File: config.mk
export PLATFORM = sky130hd
export DESIGN_NAME = mix_columns_engine
export DESIGN_NICKNAME = d
export VERILOG_FILES = /design/src/rtl/mix_columns_engine.sv
export SDC_FILE = /design/constraint.sdc
export NUM_CORES = 1
export LEC_CHECK = 0
export CAP_MARGIN = 20
export CORE_MARGIN = 3
export CORE_UTILIZATION = 52
export DETAILED_ROUTE_END_ITERATION = 10
export DONT_BUFFER_PORTS = 1
export GPL_TIMING_DRIVEN = 1
export PLACE_DENSITY = 0.67
export SYNTH_ARGS = -nofsm -noshare
export SYNTH_HDL_FRONTEND = slang
export SYNTH_SLANG_ARGS = --single-unit
File: constraint.sdc
create_clock -name clk -period 2.5 [get_ports clk]
set_input_delay 0.5 -clock clk [delete_from_list [all_inputs] [get_ports clk]]
set_output_delay 0.5 -clock clk [all_outputs]
set_load 0.05 [all_outputs]
File: src/rtl/mix_columns_engine.sv
// Pipelined AES MixColumns / InvMixColumns / bypass stage with valid-ready flow control.
// The inverse runs as a {05,00,04,00} pre-multiply in stage 1, followed by the forward matrix in the last stage.
module mix_columns_engine #(
  parameter int NCOL   = 4,
  parameter int PIPE   = 2,
  parameter int INV_EN = 1,
  parameter int TAG_W  = 4
) (
  input  logic               clk,
  input  logic               rst,
  input  logic               in_valid,
  output logic               in_ready,
  input  logic               in_inv,
  input  logic               in_bypass,
  input  logic [TAG_W-1:0]   in_tag,
  input  logic [0:32*NCOL-1] data_in,
  output logic               out_valid,
  input  logic               out_ready,
  output logic [TAG_W-1:0]   out_tag,
  output logic [0:32*NCOL-1] data_out,
  output logic               idle
);

  localparam int W = 32 * NCOL;

  function automatic logic [7:0] xtime(input logic [7:0] b);
    return {b[6:0], 1'b0} ^ (b[7] ? 8'h1b : 8'h00);
  endfunction

  function automatic logic [31:0] xtime_col(input logic [31:0] c);
    return {xtime(c[31:24]), xtime(c[23:16]), xtime(c[15:8]), xtime(c[7:0])};
  endfunction

  function automatic logic [31:0] premul_col(input logic [31:0] c);
    logic [7:0] a;
    logic [7:0] b;
    a = xtime(xtime(c[31:24] ^ c[15:8]));
    b = xtime(xtime(c[23:16] ^ c[7:0]));
    return c ^ {a, b, a, b};
  endfunction

  // x holds the bytewise xtime of c, so the 2s and 3s coefficients are x and x^s.
  function automatic logic [31:0] mix_col(input logic [31:0] c, input logic [31:0] x);
    logic [7:0] s0, s1, s2, s3, x0, x1, x2, x3;
    {s0, s1, s2, s3} = c;
    {x0, x1, x2, x3} = x;
    return {x0 ^ x1 ^ s1 ^ s2 ^ s3,
            x1 ^ x2 ^ s0 ^ s2 ^ s3,
            x2 ^ x3 ^ s0 ^ s1 ^ s3,
            x3 ^ x0 ^ s0 ^ s1 ^ s2};
  endfunction

  function automatic logic [0:W-1] premul_beat(input logic [0:W-1] d);
    logic [0:W-1] r;
    r = d;
    for (int c = 0; c < NCOL; c++) r[32*c +: 32] = premul_col(d[32*c +: 32]);
    return r;
  endfunction

  function automatic logic [0:W-1] xtime_beat(input logic [0:W-1] d);
    logic [0:W-1] r;
    r = d;
    for (int c = 0; c < NCOL; c++) r[32*c +: 32] = xtime_col(d[32*c +: 32]);
    return r;
  endfunction

  function automatic logic [0:W-1] mix_beat(input logic [0:W-1] d, input logic [0:W-1] x);
    logic [0:W-1] r;
    r = d;
    for (int c = 0; c < NCOL; c++) r[32*c +: 32] = mix_col(d[32*c +: 32], x[32*c +: 32]);
    return r;
  endfunction

  logic [PIPE:1]    valid_r;
  logic [TAG_W-1:0] tag_r [1:PIPE];
  logic [PIPE:1]    take_s;
  logic [PIPE:1]    ld_s;
  logic             acc_s;
  logic             started_r;
  logic             in_acc_s;
  logic             inv_s;
  logic [0:W-1]     pre_s;

  assign inv_s    = (INV_EN != 0) ? (in_inv & ~in_bypass) : 1'b0;
  assign pre_s    = inv_s ? premul_beat(data_in) : data_in;
  assign in_ready = started_r & take_s[1];
  assign in_acc_s = in_valid & in_ready;

  // Stage k may load when it, or any stage downstream of it, is empty, or the output drains.
  always_comb begin
    take_s = '0;
    acc_s  = out_ready;
    for (int k = PIPE; k >= 1; k--) begin
      acc_s     = acc_s | ~valid_r[k];
      take_s[k] = acc_s;
    end
  end

  // A stage captures a real beat only when it may load and its upstream holds one.
  always_comb begin
    ld_s    = '0;
    ld_s[1] = take_s[1] & in_acc_s;
    for (int k = 2; k <= PIPE; k++) ld_s[k] = take_s[k] & valid_r[k-1];
  end

  // Stage occupancy and sideband tags; started_r keeps in_ready low until the first edge out of reset.
  always_ff @(posedge clk or negedge rst) begin
    if (!rst) begin
      started_r <= 1'b0;
      valid_r   <= '0;
      for (int k = 1; k <= PIPE; k++) tag_r[k] <= '0;
    end else begin
      started_r <= 1'b1;
      if (take_s[1]) valid_r[1] <= in_acc_s;
      if (ld_s[1])   tag_r[1]   <= in_tag;
      for (int k = 2; k <= PIPE; k++) begin
        if (take_s[k]) valid_r[k] <= valid_r[k-1];
        if (ld_s[k])   tag_r[k]   <= tag_r[k-1];
      end
    end
  end

  assign out_valid = valid_r[PIPE];
  assign out_tag   = tag_r[PIPE];
  assign idle      = ~|valid_r;

  if (PIPE == 1) begin : g_p1
    logic [0:W-1] d1_r;
    // Single stage: pre-multiply and forward matrix both resolve before the one register.
    always_ff @(posedge clk or negedge rst) begin
      if (!rst) begin
        d1_r <= '0;
      end else if (ld_s[1]) begin
        d1_r <= in_bypass ? data_in : mix_beat(pre_s, xtime_beat(pre_s));
      end
    end
    assign data_out = d1_r;
  end else if (PIPE == 2) begin : g_p2
    logic [0:W-1] d1_r, d2_r;
    logic         byp1_r;
    // Stage 1 holds the pre-multiplied beat, stage 2 the mixed result.
    always_ff @(posedge clk or negedge rst) begin
      if (!rst) begin
        d1_r   <= '0;
        byp1_r <= 1'b0;
        d2_r   <= '0;
      end else begin
        if (ld_s[1]) begin
          d1_r   <= pre_s;
          byp1_r <= in_bypass;
        end
        if (ld_s[2]) d2_r <= byp1_r ? d1_r : mix_beat(d1_r, xtime_beat(d1_r));
      end
    end
    assign data_out = d2_r;
  end else begin : g_p3
    logic [0:W-1] d1_r, d2_r, x2_r, d3_r;
    logic         byp1_r, byp2_r;
    // Stage 2 registers the xtime terms so stage 3 only has the XOR network.
    always_ff @(posedge clk or negedge rst) begin
      if (!rst) begin
        d1_r   <= '0;
        byp1_r <= 1'b0;
        d2_r   <= '0;
        x2_r   <= '0;
        byp2_r <= 1'b0;
        d3_r   <= '0;
      end else begin
        if (ld_s[1]) begin
          d1_r   <= pre_s;
          byp1_r <= in_bypass;
        end
        if (ld_s[2]) begin
          d2_r   <= d1_r;
          x2_r   <= xtime_beat(d1_r);
          byp2_r <= byp1_r;
        end
        if (ld_s[3]) d3_r <= byp2_r ? d2_r : mix_beat(d2_r, x2_r);
      end
    end
    assign data_out = d3_r;
  end

endmodule

### Yosys cells after proc, flatten, opt, wreduce, memory -nomap -nowiden

Cells that the tools add are included.

* flip-flop bits (word level): 268
* bits of input ports: 138
* output and inout bits: 135
* word-level logic and storage cells: 162

* multiplexer cells: 34
* bitwise gates (word level): 118
* reductions and logical operators: 2

Operators with widths (number)
* 8-bit XOR: 72
* 128-bit 2-to-1 mux: 2
* 8-bit by 5-bit XOR with 8-bit output: 32
* 5-bit 2-to-1 mux: 32
* 32-bit XOR: 4
* 1-bit bitwise AND: 5
* 1-bit inverter: 3
* 1-bit OR: 2
* 2-bit OR reduction: 1
* 1-bit zero test: 1

### Depth between registers and ports, before layout

* depth after elaboration: 7
* gate-level depth with buffers: 8
* depth with buffers taken out: 4

### Worst setup path after synthesis

No wires, ideal clock.

* path type: register to register
* start point: register valid_r[2] (netlist bit)
* end point: register g_p2.d2_r, in the netlist data_out[55]
* library setup time: 0.131 ns
* arrival: 1.769 ns
* data required time: 2.369 ns
* setup slack: 0.599 ns
* cell stages (with the launch flop): 9
* path buffers: 4
* clock period less this slack: 1.901 ns
* cells stage by stage: dfrtp_1 -> nand2b_1 -> and2_1 -> buf_2 -> nand2b_1 -> buf_2 -> buf_2 -> buf_2 -> o211ai_1

* longest elaborated chain between the ends: 3

RTL lines
* start: declaration: RTL line 74 `logic [PIPE:1] valid_r;`
* start signal: indexed assignment: RTL line 117 `if (take_s[k]) valid_r[k] <= valid_r[k-1];`
* 1-bit inverter: RTL line 94 `acc_s = acc_s | ~valid_r[k];`
* 1-bit OR: RTL line 94
* 1-bit bitwise AND: RTL line 103 `for (int k = 2; k <= PIPE; k++) ld_s[k] = take_s[k] & valid_r[k-1];`
* end signal: assignment: RTL line 152 `if (ld_s[2]) d2_r <= byp1_r ? d1_r : mix_beat(d1_r, xtime_beat(d1_r));`
* end: declaration: RTL line 139 `logic [0:W-1] d1_r, d2_r;`

No other way between the ends.
A chain may end at the register's enable or synchronous reset.

### Worst setup path after layout

* start point: register valid_r[1] (netlist bit)
* end point: output in_ready

* longest elaborated chain between the ends: 3

RTL lines
* 1-bit inverter: RTL line 94
* 1-bit OR: RTL line 94
* 1-bit bitwise AND: RTL line 86 `assign in_ready = started_r & take_s[1];`
* end: declaration: RTL line 12 `output logic in_ready,`

No other way between the ends.

==> out/results.ini <==
[run_status]
status = complete, but fails checks
violations = negative hold slack

[placement]
place_congestion = 0.8659
dpl_worst_slack_ns = 0.5928
portBuffers = 0
dpl.hpwl_mm = 33.76
dpl.cell_count = 2193

[setup_path]
critPathSlowestCell = and2_1
worstSetupPathType = register to primary output
path_cells = nand3b_1 > and2_1
critical-path-max-stage-delay_ns = 0.48
cp_max_fo = 6
worstPathArrival_ns = 1.68
crit_path_end_kind = primary output
required_ns = 2.00
cp-start-kind = register

[final_layout]
fin_cells = 2249
area_growth_pct = 5.977
drive_above_1_share = 0.05608
antennaDiodeCount = 0
nNetsFinal = 1919

[power_and_ir_drop]
power_switching_w = 0.01090
switching_share = 0.4703
p_int_w = 0.01227
power_frac_clock = 0.206
combPwrFrac = 0.319
p_leak_nw = 7.431
p_per_area_mw_per_mm2 = 1224
pwr-share-seq = 0.476
ir_drop_mv = 0.6847
p_total_w = 0.02317

[sta]
tightest_slew_ns = 0.6608
tns_ns = 0
rsz0062_at_grt = no
final-max-slew-violation-count = 0
setup_viol = 0
setup_ws_ns = 0.3174
fin_skew_ns = 0.009957
hold_slack_ns = -0.3416
fin_crit_ns = 2.183
max_freq_ghz = 0.4582
max_slew_margin = 0.5595
hold_viol_final = 268
fin_crit_sh = 0.8730

[global_route]
grt_pass1_vias = 13116
grt_max_degree = 269
overflow = 0
grt.total_usage = 0.2618
antenna_found_initial = 0
grt_pass1_wl_mm = 75.66

[detailed_routing]
drt_pass1_iterations = 6
detail_route.vias_per_cell = 5.905
antenna_left = 0
initialDrtViolationCount = 1039
wl_per_cell_um = 21.40
drc_errors = 0
wl_mm = 48.13
vias = 13280

[yosys]
syn_area_mm2 = 0.01786
synth_edf_count = 0
synth_cell_types = 32
seq_area_frac_synth = 0.3755
yosysMostFrequentCell = xnor2_1
synth_top_family_by_area = XOR/XNOR gates
synth_top_area_frac = 0.3755
yosys.area_share.simple = 0.1556
syn_avg_cell_area_um2 = 9.139
synth_area_leaders = dfrtp_1 38%, xnor2_1 18%, xor2_1 8.8%
synthMuxAreaShare = 0.0005605
synth-seq-cells = 268
yosys.area_share.xor_xnor = 0.3092
netlist_instances = 1954
syn_nets = 2092
synthFlopType = dfrtp_1
synthArstFlopShare = 1.000
yosys.area_share.adder = 0
ys.warnings.count = 0
synth_compound_area_frac = 0.1052
synth_top_cell_by_area = dfrtp_1
synthTopCellsByCount = 366 x xnor2_1, 284 x nand2_1, 268 x dfrtp_1

[clock_network]
clock-sinks = 268
root_buffer = clkbuf_16
path_clk_slew_ns = 0.06
htreeDepth = 2
cts-resized-gates = 0
post_cts_buffers = 0
cts_tree = done
clk_latency_ns = 0.54
cts_max_path_buffers = 3
cts_made_buffers = 34

[floorplan]
initial_utilization = 0.5299
die_h_um = 191.3
core_area_mm2 = 0.03370
dieArea_mm2 = 0.03660
io_pins = 273
chipWidth_um = 191.3
std_cell_rows = 67

[hold_path]
min_path_type = input pin to asynchronous set/reset pin

[run]
cap_violations = 0

power by group through the flow:
stage	sequential [W]	clock (W)	combinational, W
finish	0.0110	0.00477	0.00738
global route	0.0112	0.00505	0.00819
CTS	0.0110	0.00487	0.00743
detailed placement	0.0111	0	0.00737
global placement	0.0111	0	0.00722
floorplan	0.00982	0	0.00704
per-layer routing:
layer,GRT usage,part of all wire,up-vias,routed length (um)
met5,0,0,-,0
met4,0.07254,0.024,0,1165
met3,0.08271,0.093,70,4470
met2,0.4166,0.47,460,22540
met1,0.3453,0.41,6540,19950
li1,-,-,6210,-
area by class of cell:
cell class	instances	area, um2
Fill cell	3004	14770
Multi-Input combinational cell	1451	10240
Timing Repair Buffer	25	350.3
Inverter	1	3.754
Sequential cell	268	6710
Clock inverter	5	53.80
Clock buffer	51	1008
Tap cell	448	560.5
flip-flops by register name (all words and copies together) (netlist names):
name and cells:
valid_r 2, data_out 128, g_p2.d1_r 128, tag_r 4, out_tag 4, started_r 1, g_p2.byp1_r 1
path summary, 6_finish.rpt:
path | from | end | slack, ns | cells past startpoint
max in group asynchronous | rst | g_p2.byp1_r | 2.25 | 0
min in group clk | in_tag[3] | tag_r[7] | 0.08 | 2
worst max register to register | valid_r[1] | g_p2.d1_r[77] | 0.69 | 5
worst min-delay path | rst | data_out[103] | -0.34 | 0
worst min register to register | tag_r[6] | out_tag[2] | 0.47 | 2
worst max-delay path | valid_r[1] | in_ready | 0.32 | 2
kinds of logic after synthesis:
family | count (synthesis)
XOR/XNOR | 585
multiplexers | 1
other | 1
buffers and inverters | 235
flip-flops | 268
AND/OR/NAND/NOR | 589
AO/OA/AOI/OAI | 275
placed cells by master (no fill, tap or decap), drive strengths merged, types with 2 or more instances in the layout:
cell	netlist	routed
buf	48	25
clkbuf	186	51
o21a	2	2
xnor2	388	388
nand2	284	284
a31oi	16	16
or4	64	64
xnor3	12	12
nand2b	12	12
dfrtp	268	268
nor2	18	18
and2	2	2
xor2	181	181
clkinv	0	4
or3	16	16
o211ai	190	190
o21ai	66	66
xor3	4	4
nand3	189	189
metrics by stage:
stage	util	cell area, um2
6_report	0.5616	18930
5_1_grt	0.5616	18930
3_5_place_dp	0.5301	17860
3_3_place_gp	0.5301	17860
2_1_floorplan	-	17860
4_1_cts	0.5616	18930
critical path: cells and delay by family, from the launching register on:
family | cells | cell delay (ns)
flops | 1 | 0.45
simple gates | 2 | 0.70
Note: power is estimated with default switching activity, not from simulation.
